<file path="src/rtl/memshare_rqst_sched_if.sv">
// Request/grant/register-file bundle between the share-request source,
// the request scheduler and the shift-control register file.
interface memshare_rqst_sched_if #(
    parameter int unsigned SHARE_GROUP_SIZE = 5,
    parameter int unsigned RF_DEPTH         = 8
);
    localparam int unsigned N  = SHARE_GROUP_SIZE;
    localparam int unsigned IW = $clog2(N);
    localparam int unsigned AW = $clog2(RF_DEPTH);

    logic [N-1:0]  share_rqstFlag_i;
    logic          rqst_valid_i;
    logic          rqst_ready_o;
    logic          grant_valid_o;
    logic [IW-1:0] grant_idx_o;
    logic [N-1:0]  grant_onehot_o;
    logic          grant_ready_i;
    logic          rf_wr_en_o;
    logic [AW-1:0] rf_wr_addr_o;
    logic [IW-1:0] rf_wr_data_o;
    logic          round_done_o;
    logic          rf_wrap_o;

    modport slave (
        input  share_rqstFlag_i, rqst_valid_i, grant_ready_i,
        output rqst_ready_o, grant_valid_o, grant_idx_o, grant_onehot_o,
               rf_wr_en_o, rf_wr_addr_o, rf_wr_data_o, round_done_o, rf_wrap_o
    );

    modport master (
        output share_rqstFlag_i, rqst_valid_i, grant_ready_i,
        input  rqst_ready_o, grant_valid_o, grant_idx_o, grant_onehot_o,
               rf_wr_en_o, rf_wr_addr_o, rf_wr_data_o, round_done_o, rf_wrap_o
    );
endinterface

</file>
<file path="src/rtl/memshare_rqst_sched.sv">
// Serialises one round of share-request flags into fixed-priority grants on
// the shared memory port and logs each granted index into the shift-control RF.
module memshare_rqst_sched #(
    parameter int unsigned SHARE_GROUP_SIZE = 5,
    parameter int unsigned RF_DEPTH         = 8
) (
    input  logic                  sys_clk,
    input  logic                  rst,
    memshare_rqst_sched_if.slave  bus
);
    localparam int unsigned N  = SHARE_GROUP_SIZE;
    localparam int unsigned IW = $clog2(N);
    localparam int unsigned AW = $clog2(RF_DEPTH);

    typedef enum logic {IDLE, SERVE} state_t;

    state_t        state, state_nxt;
    logic [N-1:0]  pend, pend_nxt;
    logic [AW-1:0] wr_ptr, wr_ptr_nxt;
    logic          done_q, done_nxt;
    logic          wrap_q, wrap_nxt;
    logic [IW-1:0] low_idx;
    logic          low_found;
    logic [N-1:0]  low_mask;
    logic          accept;

    // Fixed priority: lowest pending index wins
    always_comb begin
        low_idx   = '0;
        low_found = 1'b0;
        for (int unsigned i = 0; i < N; i++) begin
            if (pend[i] && !low_found) begin
                low_idx   = IW'(i);
                low_found = 1'b1;
            end
        end
    end

    assign low_mask = N'(1) << low_idx;
    assign accept   = (state == SERVE) && bus.grant_ready_i;

    always_ff @(posedge sys_clk or posedge rst) begin
        if (rst) begin
            state  <= IDLE;
            pend   <= '0;
            wr_ptr <= '0;
            done_q <= 1'b0;
            wrap_q <= 1'b0;
        end else begin
            state  <= state_nxt;
            pend   <= pend_nxt;
            wr_ptr <= wr_ptr_nxt;
            done_q <= done_nxt;
            wrap_q <= wrap_nxt;
        end
    end

    always_comb begin
        state_nxt  = state;
        pend_nxt   = pend;
        wr_ptr_nxt = wr_ptr;
        done_nxt   = 1'b0;
        wrap_nxt   = 1'b0;
        case (state)
            IDLE: begin
                if (bus.rqst_valid_i) begin
                    // An empty vector still closes a round
                    if (|bus.share_rqstFlag_i) begin
                        pend_nxt  = bus.share_rqstFlag_i;
                        state_nxt = SERVE;
                    end else begin
                        done_nxt = 1'b1;
                    end
                end
            end
            SERVE: begin
                if (accept) begin
                    pend_nxt   = pend & ~low_mask;
                    wr_ptr_nxt = wr_ptr + AW'(1);
                    wrap_nxt   = (wr_ptr == AW'(RF_DEPTH - 1));
                    if ((pend & ~low_mask) == '0) begin
                        state_nxt = IDLE;
                        done_nxt  = 1'b1;
                    end
                end
            end
            default: state_nxt = IDLE;
        endcase
    end

    assign bus.rqst_ready_o   = (state == IDLE);
    assign bus.grant_valid_o  = (state == SERVE);
    assign bus.grant_idx_o    = low_idx;
    assign bus.grant_onehot_o = (state == SERVE) ? low_mask : '0;
    assign bus.rf_wr_en_o     = accept;
    assign bus.rf_wr_addr_o   = wr_ptr;
    assign bus.rf_wr_data_o   = low_idx;
    assign bus.round_done_o   = done_q;
    assign bus.rf_wrap_o      = wrap_q;
endmodule

</file>
<file path="src/flat_wrapper.sv">
// flat-port wrapper written by rule: the top's interface ports become plain ports
module memshare_rqst_sched_flat 
#(
    parameter int unsigned SHARE_GROUP_SIZE = 5,
    parameter int unsigned RF_DEPTH         = 8
)
  (sys_clk, rst, bus_share_rqstFlag_i, bus_rqst_valid_i, bus_grant_ready_i, bus_rqst_ready_o, bus_grant_valid_o, bus_grant_idx_o, bus_grant_onehot_o, bus_rf_wr_en_o, bus_rf_wr_addr_o, bus_rf_wr_data_o, bus_round_done_o, bus_rf_wrap_o);
  memshare_rqst_sched_if #(.SHARE_GROUP_SIZE(SHARE_GROUP_SIZE), .RF_DEPTH(RF_DEPTH)) bus_i ();
  input  logic sys_clk;
  input  logic rst;
  input wire logic [$bits(bus_i.share_rqstFlag_i)-1:0] bus_share_rqstFlag_i;
  input wire logic [$bits(bus_i.rqst_valid_i)-1:0] bus_rqst_valid_i;
  input wire logic [$bits(bus_i.grant_ready_i)-1:0] bus_grant_ready_i;
  output wire logic [$bits(bus_i.rqst_ready_o)-1:0] bus_rqst_ready_o;
  output wire logic [$bits(bus_i.grant_valid_o)-1:0] bus_grant_valid_o;
  output wire logic [$bits(bus_i.grant_idx_o)-1:0] bus_grant_idx_o;
  output wire logic [$bits(bus_i.grant_onehot_o)-1:0] bus_grant_onehot_o;
  output wire logic [$bits(bus_i.rf_wr_en_o)-1:0] bus_rf_wr_en_o;
  output wire logic [$bits(bus_i.rf_wr_addr_o)-1:0] bus_rf_wr_addr_o;
  output wire logic [$bits(bus_i.rf_wr_data_o)-1:0] bus_rf_wr_data_o;
  output wire logic [$bits(bus_i.round_done_o)-1:0] bus_round_done_o;
  output wire logic [$bits(bus_i.rf_wrap_o)-1:0] bus_rf_wrap_o;
  assign bus_i.share_rqstFlag_i = bus_share_rqstFlag_i;
  assign bus_i.rqst_valid_i = bus_rqst_valid_i;
  assign bus_i.grant_ready_i = bus_grant_ready_i;
  assign bus_rqst_ready_o = bus_i.rqst_ready_o;
  assign bus_grant_valid_o = bus_i.grant_valid_o;
  assign bus_grant_idx_o = bus_i.grant_idx_o;
  assign bus_grant_onehot_o = bus_i.grant_onehot_o;
  assign bus_rf_wr_en_o = bus_i.rf_wr_en_o;
  assign bus_rf_wr_addr_o = bus_i.rf_wr_addr_o;
  assign bus_rf_wr_data_o = bus_i.rf_wr_data_o;
  assign bus_round_done_o = bus_i.round_done_o;
  assign bus_rf_wrap_o = bus_i.rf_wrap_o;
  memshare_rqst_sched #(.SHARE_GROUP_SIZE(SHARE_GROUP_SIZE), .RF_DEPTH(RF_DEPTH)) u_core (.sys_clk(sys_clk), .rst(rst), .bus(bus_i));
endmodule
</file>
<file path="config.mk">
export PLATFORM = sky130hd
export DESIGN_NAME = memshare_rqst_sched_flat
export DESIGN_NICKNAME = d
export VERILOG_FILES = /design/src/rtl/memshare_rqst_sched_if.sv /design/src/rtl/memshare_rqst_sched.sv /design/src/flat_wrapper.sv
export SDC_FILE = /design/constraint.sdc
export NUM_CORES = 1
export LEC_CHECK = 0
export ABC_CLOCK_PERIOD_IN_PS = 1500
export BUFFER_PORTS_ARGS = -buffer_cell sky130_fd_sc_hd__buf_2
export CAP_MARGIN = 15
export CORE_ASPECT_RATIO = 0.8
export CORE_MARGIN = 3
export CORE_UTILIZATION = 30
export DETAILED_ROUTE_END_ITERATION = 7
export HOLD_SLACK_MARGIN = 0.05
export PLACE_DENSITY_LB_ADDON = 0.08
export SYNTH_ARGS = -nofsm -noshare
export SYNTH_HDL_FRONTEND = slang
export SYNTH_SLANG_ARGS = --single-unit
</file>
<file path="constraint.sdc">
create_clock -name sys_clk -period 1.5 [get_ports sys_clk]
set_clock_uncertainty 0.1 [all_clocks]
set_input_delay 0.3 -clock sys_clk [delete_from_list [all_inputs] [get_ports sys_clk]]
set_output_delay 0.3 -clock sys_clk [all_outputs]
set_load 0.005 [all_outputs]
</file>
==> summary.txt <==
Global routing
  – Global Route Usage Sum: 13.7%
  – Largest net degree at the start of global routing: 12
  – Global-route wire length before repair: 3.04 mm
  – Antenna violations before repair: 0
  – Number of global-route vias before repair: 645
  – Total grt overflow: 0

Synthesis
  – Total of flip-flops plus latches after synthesis: 11
  – Synth top area share: 40.4%
  – Syn_area_per_cell: 9.47 sq um
  – Cell type with the highest aggregate area in the netlist: sky130_fd_sc_hd__dfrtp_1
  – Post-synth EDFFs: 0
  – Warnings from Yosys: 0
  – Proportion of synthesized flip-flops having asynchronous set or reset: 100%
  – Cells taking the most area after synthesis: sky130_fd_sc_hd__dfrtp_1 40%, sky130_fd_sc_hd__a32o_1 4.4%, sky130_fd_sc_hd__nand2_1 3.9%, sky130_fd_sc_hd__ha_1 3.7%, sky130_fd_sc_hd__buf_4 3.3%
  – Synthesized instance count: 72
  – Nets in the synthesized netlist: 83
  – Count leader, synth: sky130_fd_sc_hd__dfrtp_1
  – Post-synthesis cell type count: 32
  – List of most frequent post-synthesis cells: 11 x sky130_fd_sc_hd__dfrtp_1, 7 x sky130_fd_sc_hd__nand2_1, 6 x sky130_fd_sc_hd__nor2_1, 4 x sky130_fd_sc_hd__inv_1
  – Post-synthesis cell area: 682 sq um
  – Post-synth top flop: sky130_fd_sc_hd__dfrtp_1
  – Sequential area share after synthesis: 40.4%

Power and ir drop
  – Max VDD drop: 1.22 mV
  – Power, Total: 0.00249 W
  – Static leakage: 0.558 nW
  – Power per standard cell area: 2300 mW/mm^2

Drt
  – Detailed-routed wire length on met3: 116 um
  – Highest layer used for signal routing: met4
  – Starting DRC count in detailed routing: 10
  – Detailed-route wire length per cell: 14.0 um
  – Total DRC errors in the routed layout: 0
  – Met2 Routed Length: 894 um
  – Total via count in the routed design: 673
  – Met1 WL: 938 um
  – DR vias/cell: 4.77
  – Routed Wire Length: 1.97 mm
  – Count of antenna-violating nets left after detailed routing: 0
  – 1st-pass router iterations: 4

Timing
  – RSZ-0062 raised after global routing: true
  – Max_slew headroom: 71.2%
  – Final Critical Period: 1.89 ns
  – Peak clock frequency supported by timing: 529 MHz
  – Slack of the critical path: -0.392 ns
  – Actual transition at the worst max-transition pin: 0.431 ns
  – Setup-failing EPs final: 13
  – Final Hold Slack: 0.165 ns
  – Final hold violation count: 0
  – Final-report max-slew violation count: 0
  – Final critical-path share of the clock period: 126%

Floorplanning
  – Full die area: 0.00288 sq mm
  – Effective utilization at floorplan: 33.9%
  – Core region area: 0.00201 sq mm
  – Total I/O pin count: 28
  – Width of the chip: 59.3 um
  – Floorplan die height: 48.6 um
  – Row cnt: 14

Run status
  – Violations in the final reports: setup timing
  – Result of the run: complete, but fails checks

Layout
  – Filler cell count in the final layout: 214
  – Final instance count without filler cells: 141
  – Antenna diode count: 0
  – Final Instance Area: 0.00108 sq mm
  – Nets@finish: 129
  – Area added between synthesis and finish: 58.5%
  – Final cell utilization of the core: 53.7%
  – Fraction of final layout cells with drive strength greater than 1: 56.4%

Critical path
  – Critical register-to-register path startpoint: u_core.pend[0]
  – Capturing element type of the critical path: primary output
  – Reg2reg setup slack: -0.16 ns
  – Worst endpoint required time: 1.10 ns
  – Worst Setup Start Kind: flop
  – Arrival time at the worst endpoint: 1.49 ns
  – Worst Reg-to-Reg Cells: 5
  – Reg2reg end: u_core.pend[4]
  – Worst setup path class: reg -> out
  – Critical path peak fanout: 2

Clock tree
  – Maximum buffer depth of the clock tree: 2
  – CTS tree: yes
  – Cell at the root of the clock tree: sky130_fd_sc_hd__clkbuf_4
  – Depth of the CTS H-tree: 1
  – Register clock-pin slew on the reported worst setup and hold paths: 0.07 ns
  – Number of buffers created by CTS: 3
  – Sink Count: 11
  – Insertion delay to the later sink of the worst-skew pair: 0.27 ns

Placement
  – HPWL reported at the end of detailed placement: 1.44 mm
  – Last weighted congestion value of the routability-driven placer: 0.823
  – Cell count after placement: 129
  – PortBufs: 27
  – Placed Area: 910 sq um

Min path
  – Hold-critical path depth: 2
  – Hold WC Path Type: in -> reg
  – End of the worst hold path: u_core.pend[2]
  – Start point of the worst hold path: bus_share_rqstFlag_i[2]

Job
  – Max-cap violations: 0
registers in the layout (all words and copies together) (netlist names):
signal                    count
u_core.pend                   5
u_core.bus.rf_wr_addr_o       3
u_core.bus.grant_valid_o      1
u_core.bus.rf_wrap_o          1
u_core.bus.round_done_o       1
metal layers:
metal	vias up	global-route usage, %
met1	304	19.6
met5	-	0
met4	0	2.64
met2	25	19.5
met3	2	5.05
li1	342	-
layout make-up:
| type | instances | area (sq um) | area share (%) |
|---|---|---|---|
| well taps | 24 | 30.0 | 2.78 |
| flip-flops and latches | 11 | 275 | 25.5 |
| multi-input cells | 48 | 383 | 35.4 |
| clock buffers | 4 | 26.3 | 2.43 |
| inverters | 4 | 15.0 | 1.39 |
| repair buffers | 50 | 352 | 32.5 |
cells in the final DEF (no fill, tap or decap), types with 2 or more instances in the layout:
cell type                  instances
sky130_fd_sc_hd__a32oi_1           2
sky130_fd_sc_hd__o21ai_1           3
sky130_fd_sc_hd__a211o_1           2
sky130_fd_sc_hd__nor2_1            4
sky130_fd_sc_hd__and3_1            2
sky130_fd_sc_hd__o21a_1            2
sky130_fd_sc_hd__ha_1              2
sky130_fd_sc_hd__nand2_1           6
sky130_fd_sc_hd__mux2_2            2
sky130_fd_sc_hd__clkbuf_4          3
sky130_fd_sc_hd__inv_1             3
sky130_fd_sc_hd__buf_4            17
sky130_fd_sc_hd__or4_4             2
sky130_fd_sc_hd__nor2_4            2
sky130_fd_sc_hd__dfrtp_1          11
sky130_fd_sc_hd__a32o_1            3
sky130_fd_sc_hd__buf_2            24
sky130_fd_sc_hd__buf_6             7
logic make-up after synthesis:
logic type               count (synthesis)  synth area share, %
multiplexers                             2                 3.30
adder cells (fa/ha/maj)                  2                 3.67
buffers and inverters                   13                 10.5
AND/OR/NAND/NOR                         27                 22.9
flip-flops                              11                 40.4
AO/OA/AOI/OAI                           16                 18.0
XOR/XNOR                                 1                 1.28
repair_timing:
action,in CTS,in global routing
setup buffers,1,6
pin swaps,3,5
setup endpoints to repair,13,14
cloned,0,0
resized for setup,10,11
hold buffers,1,0
endpoints found under the hold margin,11,0
per-stage QoR:
stage | setup WS [ns] | TNS (ns)
final | -0.392 | -3.54
after global routing | -0.457 | -4.32
after detailed placement | -0.0968 | -0.417
after global placement | -0.0657 | -0.303
after floorplan | -0.145 | -0.265
after CTS | -0.393 | -2.66
power by group:
part,internal [W],switching [W]
Clock,0.000103,0.000100
Sequential,0.000435,0.000111
Combinational,0.000996,0.000745
Total,0.00153,0.000957
worst max-delay path by stage:
stage | slack [ns] | depth (start not counted) | startpoint | to
CTS | -0.39 | 4 | u_core.pend[0] | bus_grant_onehot_o[4]
global route | -0.46 | 6 | u_core.pend[1] | bus_grant_onehot_o[0]
detailed placement | -0.1 | 4 | u_core.pend[0] | bus_grant_onehot_o[4]
floorplan | -0.14 | 4 | u_core.pend[0] | bus_grant_onehot_o[4]
global placement | -0.07 | 4 | u_core.pend[0] | bus_grant_onehot_o[4]
finish | -0.39 | 4 | u_core.pend[0] | bus_grant_onehot_o[4]
worst max-delay path, cell delays in order (launching register included):
cell and delay [ns]:
sky130_fd_sc_hd__dfrtp_1 0.39, sky130_fd_sc_hd__or3_4 0.41, sky130_fd_sc_hd__nor3b_4 0.18, sky130_fd_sc_hd__and2_1 0.14
sky130_fd_sc_hd__buf_2 0.11
Note: power is estimated with default switching activity, not from simulation.
